$ cat src/rtl/fetch_pkg.sv
// Shared types and constants for the instruction-fetch stage.
package fetch_pkg;

    localparam int          INSTR_W          = 32;
    localparam logic [31:0] PC_RESET_DEFAULT = 32'h0040_0000;
    localparam int          OP_MSB           = 31;
    localparam int          OP_LSB           = 26;
    localparam logic [31:0] PC_STEP          = 32'd4;

    typedef enum logic [1:0] {IDLE, ISSUE, WAIT, DRAIN} state_t;

    function automatic logic [31:0] word_align(input logic [31:0] addr);
        return {addr[31:2], 2'b00};
    endfunction

endpackage

$ cat src/rtl/fetch_unit_instr_fifo.sv
// Small synchronous FIFO holding {pc, instr} pairs; flush wins over push/pop.
module instr_fifo #(
    parameter int DEPTH = 2,
    parameter int WIDTH = 64,
    localparam int AW   = $clog2(DEPTH)
) (
    input  logic             clk,
    input  logic             reset,
    input  logic             push,
    input  logic             pop,
    input  logic             flush,
    input  logic [WIDTH-1:0] wdata,
    output logic [WIDTH-1:0] rdata,
    output logic [AW:0]      count,
    output logic             empty,
    output logic             full
);

    logic [WIDTH-1:0] mem [DEPTH];
    logic [AW-1:0]    wr_ptr_reg;
    logic [AW-1:0]    rd_ptr_reg;
    logic [AW:0]      count_reg;
    logic             do_push;
    logic             do_pop;

    assign empty   = (count_reg == '0);
    assign full    = (count_reg == (AW+1)'(DEPTH));
    assign do_push = push & ~full;
    assign do_pop  = pop & ~empty;
    assign count   = count_reg;
    assign rdata   = mem[rd_ptr_reg];

    always_ff @(posedge clk or negedge reset) begin
        if (!reset) begin
            wr_ptr_reg <= '0;
            rd_ptr_reg <= '0;
            count_reg  <= '0;
        end else if (flush) begin
            wr_ptr_reg <= '0;
            rd_ptr_reg <= '0;
            count_reg  <= '0;
        end else begin
            if (do_push) wr_ptr_reg <= wr_ptr_reg + 1'b1;
            if (do_pop)  rd_ptr_reg <= rd_ptr_reg + 1'b1;
            case ({do_push, do_pop})
                2'b10:   count_reg <= count_reg + 1'b1;
                2'b01:   count_reg <= count_reg - 1'b1;
                default: count_reg <= count_reg;
            endcase
        end
    end

    // Storage carries no reset; consumers gate the head with empty.
    always_ff @(posedge clk) begin
        if (do_push && !flush) mem[wr_ptr_reg] <= wdata;
    end

endmodule

$ cat src/rtl/fetch_unit.sv
// Fetch stage: owns the PC, keeps one read outstanding and buffers words for decode.
module fetch_unit
    import fetch_pkg::*;
#(
    parameter logic [31:0] PC_RESET   = PC_RESET_DEFAULT,
    parameter int          FIFO_DEPTH = 2
) (
    input  logic               clk,
    input  logic               reset,
    output logic               imem_req,
    output logic [31:0]        imem_addr,
    input  logic               imem_valid,
    input  logic [INSTR_W-1:0] imem_rdata,
    input  logic               redirect,
    input  logic [31:0]        redirect_target,
    output logic               instr_valid,
    input  logic               instr_ready,
    output logic [INSTR_W-1:0] instr,
    output logic [31:0]        instr_pc,
    output logic [31:0]        pc_plus4,
    output logic [5:0]         OP,
    output logic               misalign
);

    localparam int CW = $clog2(FIFO_DEPTH) + 1;

    state_t      state_reg, state_next;
    logic [31:0] pc_reg, pc_next;
    logic        misalign_reg, misalign_next;
    logic [31:0] pc_inc;
    logic        push, pop, credit;
    logic [CW-1:0] fifo_count;
    logic [CW:0]   occupancy;
    logic        fifo_empty, fifo_full;
    logic [31+INSTR_W:0] fifo_rdata;

    // pc_reg always holds the address of the request in flight (or next to issue).
    assign pc_inc      = pc_reg + PC_STEP;
    assign instr_valid = ~fifo_empty;
    assign pop         = instr_valid & instr_ready & ~redirect;
    assign push        = (state_reg == WAIT) & imem_valid & ~redirect;
    assign occupancy   = {1'b0, fifo_count} + {{CW{1'b0}}, push} - {{CW{1'b0}}, pop};
    // A request needs a guaranteed slot for its response.
    assign credit      = push ? (occupancy < (CW+1)'(FIFO_DEPTH)) : (pop | ~fifo_full);

    instr_fifo #(
        .DEPTH (FIFO_DEPTH),
        .WIDTH (32 + INSTR_W)
    ) u_fifo (
        .clk   (clk),
        .reset (reset),
        .push  (push),
        .pop   (pop),
        .flush (redirect),
        .wdata ({pc_reg, imem_rdata}),
        .rdata (fifo_rdata),
        .count (fifo_count),
        .empty (fifo_empty),
        .full  (fifo_full)
    );

    always_comb begin
        state_next    = state_reg;
        pc_next       = pc_reg;
        misalign_next = misalign_reg;
        imem_req      = 1'b0;
        imem_addr     = pc_reg;
        if (redirect) begin
            pc_next       = word_align(redirect_target);
            misalign_next = misalign_reg | (|redirect_target[1:0]);
            state_next    = ((state_reg == WAIT || state_reg == DRAIN) && !imem_valid) ? DRAIN : ISSUE;
        end else begin
            case (state_reg)
                IDLE: state_next = ISSUE;
                ISSUE: begin
                    if (credit) begin
                        imem_req   = 1'b1;
                        state_next = WAIT;
                    end
                end
                WAIT: begin
                    if (imem_valid) begin
                        pc_next = pc_inc;
                        if (credit) begin
                            imem_req  = 1'b1;
                            imem_addr = pc_inc;
                        end else begin
                            state_next = ISSUE;
                        end
                    end
                end
                DRAIN: begin
                    if (imem_valid) state_next = ISSUE;
                end
                default: state_next = IDLE;
            endcase
        end
    end

    always_ff @(posedge clk or negedge reset) begin
        if (!reset) begin
            state_reg    <= IDLE;
            pc_reg       <= PC_RESET;
            misalign_reg <= 1'b0;
        end else begin
            state_reg    <= state_next;
            pc_reg       <= pc_next;
            misalign_reg <= misalign_next;
        end
    end

    assign instr    = instr_valid ? fifo_rdata[INSTR_W-1:0] : '0;
    assign instr_pc = instr_valid ? fifo_rdata[31+INSTR_W:INSTR_W] : '0;
    assign pc_plus4 = instr_valid ? fifo_rdata[31+INSTR_W:INSTR_W] + PC_STEP : '0;
    assign OP       = instr[OP_MSB:OP_LSB];
    assign misalign = misalign_reg;

endmodule

$ cat config.mk
export PLATFORM = sky130hd
export DESIGN_NAME = fetch_unit
export DESIGN_NICKNAME = d
export VERILOG_FILES = /design/src/rtl/fetch_pkg.sv /design/src/rtl/fetch_unit_instr_fifo.sv /design/src/rtl/fetch_unit.sv
export SDC_FILE = /design/constraint.sdc
export NUM_CORES = 1
export LEC_CHECK = 0
export BUFFER_PORTS_ARGS = -buffer_cell sky130_fd_sc_hd__buf_2
export CORE_ASPECT_RATIO = 1.5
export CORE_MARGIN = 3
export CORE_UTILIZATION = 30
export DETAILED_ROUTE_END_ITERATION = 16
export REMOVE_ABC_BUFFERS = 1
export SLEW_MARGIN = 20
export SYNTH_ARGS = -nofsm -noshare
export SYNTH_HDL_FRONTEND = slang
export SYNTH_SLANG_ARGS = --single-unit
$ cat constraint.sdc
create_clock -name clk -period 8.31 [get_ports clk]
set_clock_uncertainty 0.15 [all_clocks]
set_input_delay 0 -clock clk [delete_from_list [all_inputs] [get_ports clk]]
set_output_delay 0 -clock clk [all_outputs]
set_load 0.005 [all_outputs]
==> flow_summary.yaml <==
status:
  status: "finished clean"
detailed_routing:
  postRouteWirelength_um: 23730
  drt_iter0_drc: 386
  wl_per_cell_um: 17.42
  via_per_inst: 4.922
  vias: 6704
  drc: 0
  dr.pass1.iters: 6
  ant_nets: 0
logic_synthesis:
  avgSynthCellArea_sq_um: 10.99
  synth_area_sq_mm: 0.008417
  synth-seq-cells: 161
  synth-seq-area-share_pct: 55.25
  synth-main-ff-cell: "edfxtp_1"
  ys_types: 56
  ys_async_sr_fraction_pct: 22.98
  synthCells: 766
  yosys_warnings: 0
  synth_edf_count: 124
cells_and_area:
  area_delta_synth_final_pct: 29.23
  drive_gt1_share_pct: 25.88
  layout.nets: 1083
  largest_register_ffs: 124
  fillers: 2642
  final_cell_mix: "buf_2 (199), edfxtp_1 (124), nor2_1 (93)"
  fin_cells: 1362
  layout_commonest_cell: "buf_2"
  stdcell_area_sq_mm: 0.01088
  diodes: 0
power_and_ir_drop:
  p_seq_share_pct: 48.6
  irDropWorstVdd_uv: 142.3
  clock_power_share_pct: 37.9
  p_int_mw: 1.447
  powerDensity_mw_per_mm2: 180.7
  power_frac_comb_pct: 13.5
  p_leak_nw: 4.092
  power_switching_uw: 518.4
  p_sw_share_pct: 26.37
clock_network:
  cts_inserted_buffers: 17
  insertion_delay_ns: 0.43
  htreeDepth: 4
  clkSinkCount: 161
  clk_pin_slew_ns: 0.07
  clock_path_buffers: 2
  cts_tree: "done"
  ctsRootBufferMaster: "clkbuf_16"
timing:
  rsz0062_at_grt: "false"
  slew_headroom_pct: 28.98
  hold_viol: 0
  slew_viol_final: 0
  setup_viol: 0
  min_period_ns: 4.523
  whs_ns: 0.06007
  tightest_slew_ns: 1.056
  tns_ns: 0
  max_freq_mhz: 221.1
  period_share_pct: 54.43
worst_setup_path:
  worst_setup_path_start_kind: "flop"
  crit_fanout: 21
  crit_arrival_ns: 4.37
  cp-end-kind: "output port"
  critical_path_class: "flop to output port"
  required_ns: 8.16
die:
  rows: 74
  die_h_um: 211.1
  die_width_um: 142.8
  core_sq_mm: 0.02741
  initial_core_util_pct: 30.71
  die_area_sq_mm: 0.03014
  ios: 206
min_path:
  hold_class: "input pin to flop"
global_route:
  grt_max_degree: 75
  track_usage_pct: 15.42
  grt.overflow.total: 0
  antenna_found_initial: 0
  grt_pass1_vias: 6731
  grt_pass1_wl_um: 35800
placement:
  place_congestion: 0.7854
  place_hpwl_um: 16850
  placed_cells: 1263
  io_buffers: 199
  placedInstanceArea_sq_mm: 0.009644
run:
  maxCapViolations: 0
area by class of cell:
type                            instances  area (sq um)  area share, %
Timing Repair Buffer                  272          1712          15.74
Clock inverter                         14         132.6          1.219
Multi-Input combinational cell        549          3498          32.16
Clock buffer                           18         429.2          3.946
Inverter                                6         22.52         0.2071
Sequential cell                       161          4654          42.79
Tap cell                              342         427.9          3.934
synthesized netlist by cell type, drive strengths merged (7+ instances only):
library cell,instances,area share (%)
buf,31,2.2
xnor2,44,4.6
nand3,37,2.3
o21ai,46,2.7
edfxtp,124,44
nand2,84,3.7
and2,12,0.89
mux2i,59,7.0
nor3,9,0.54
dfrtp,36,11
o31ai,7,0.62
nand4,24,1.9
mux2,9,1.2
nor2,94,4.2
a21oi,11,0.70
xor2,27,2.8
nor4,9,0.89
clkbuf,24,1.1
critical path, cell delays in order, from the launching register on:
cell,delay [ns]
dfrtp_1,0.51
nor2_4,0.05
inv_1,0.49
nand2_1,0.17
nor2_1,0.12
ha_1,0.23
nand2b_1,0.15
fa_1,0.38
xnor2_1,0.19
nand3_1,0.10
buf_4,0.19
nor4_1,0.86
nand3_1,0.18
xnor2_1,0.18
buf_2,0.13
power groups by stage:
stage	logic [mW]	registers, mW	clock network [mW]
floorplan	0.138	0.962	0
global placement	0.239	0.971	0
detailed placement	0.243	0.973	0
CTS	0.268	0.956	0.767
global route	0.294	0.963	0.796
finish	0.265	0.956	0.744
timing repair:
action                                 4_1_cts  5_1_grt
setup buffers                                0        0
hold buffers                                67        0
gates resized for setup                      0        0
setup endpoints to repair                    0        0
endpoints found under the hold margin      135        0
stage by stage:
step / setup slack [ns] / util, % / total power, mW
final: 3.787 / 39.69 / 1.966
after global routing: 3.471 / 39.69 / 2.052
after floorplan: 0.6958 / - / 1.100
after detailed placement: 4.260 / 35.19 / 1.216
after CTS: 3.778 / 39.69 / 1.992
after global placement: 4.317 / 35.19 / 1.210
layer usage:
metal  global-route usage [%]  up-vias  share of wire [%]
met5                        0        -                  0
met4                    8.462        0                5.2
met3                    2.492       60                3.4
met2                    27.86      189                 53
met1                    17.03     3231                 39
li1                         -     3224                  -
final timing paths:
kind | slack [ns] | startpoint | depth (start not counted) | end
hold / removal | 0.06 | redirect | 4 | pc_reg[3]
min in group asynchronous | 0.12 | reset | 2 | pc_reg[7]
setup / recovery | 3.79 | u_fifo.count[1] | 14 | imem_addr[22]
hold reg to reg | 0.32 | misalign | 1 | misalign
setup reg to reg | 4.80 | u_fifo.count[1] | 12 | state_reg[1]
max in group asynchronous | 7.16 | reset | 2 | u_fifo.rd_ptr_reg
logic make-up after synthesis:
family,Yosys count,share of synthesized area (%)
compound gates,86,6.169
fa+ha+maj,7,1.130
buf+inv,61,3.583
flops,161,55.25
simple gates,311,18.21
xor+xnor,71,7.388
mux,68,8.221
other cells,1,0.04455
Power figures use the tool's default switching activity.
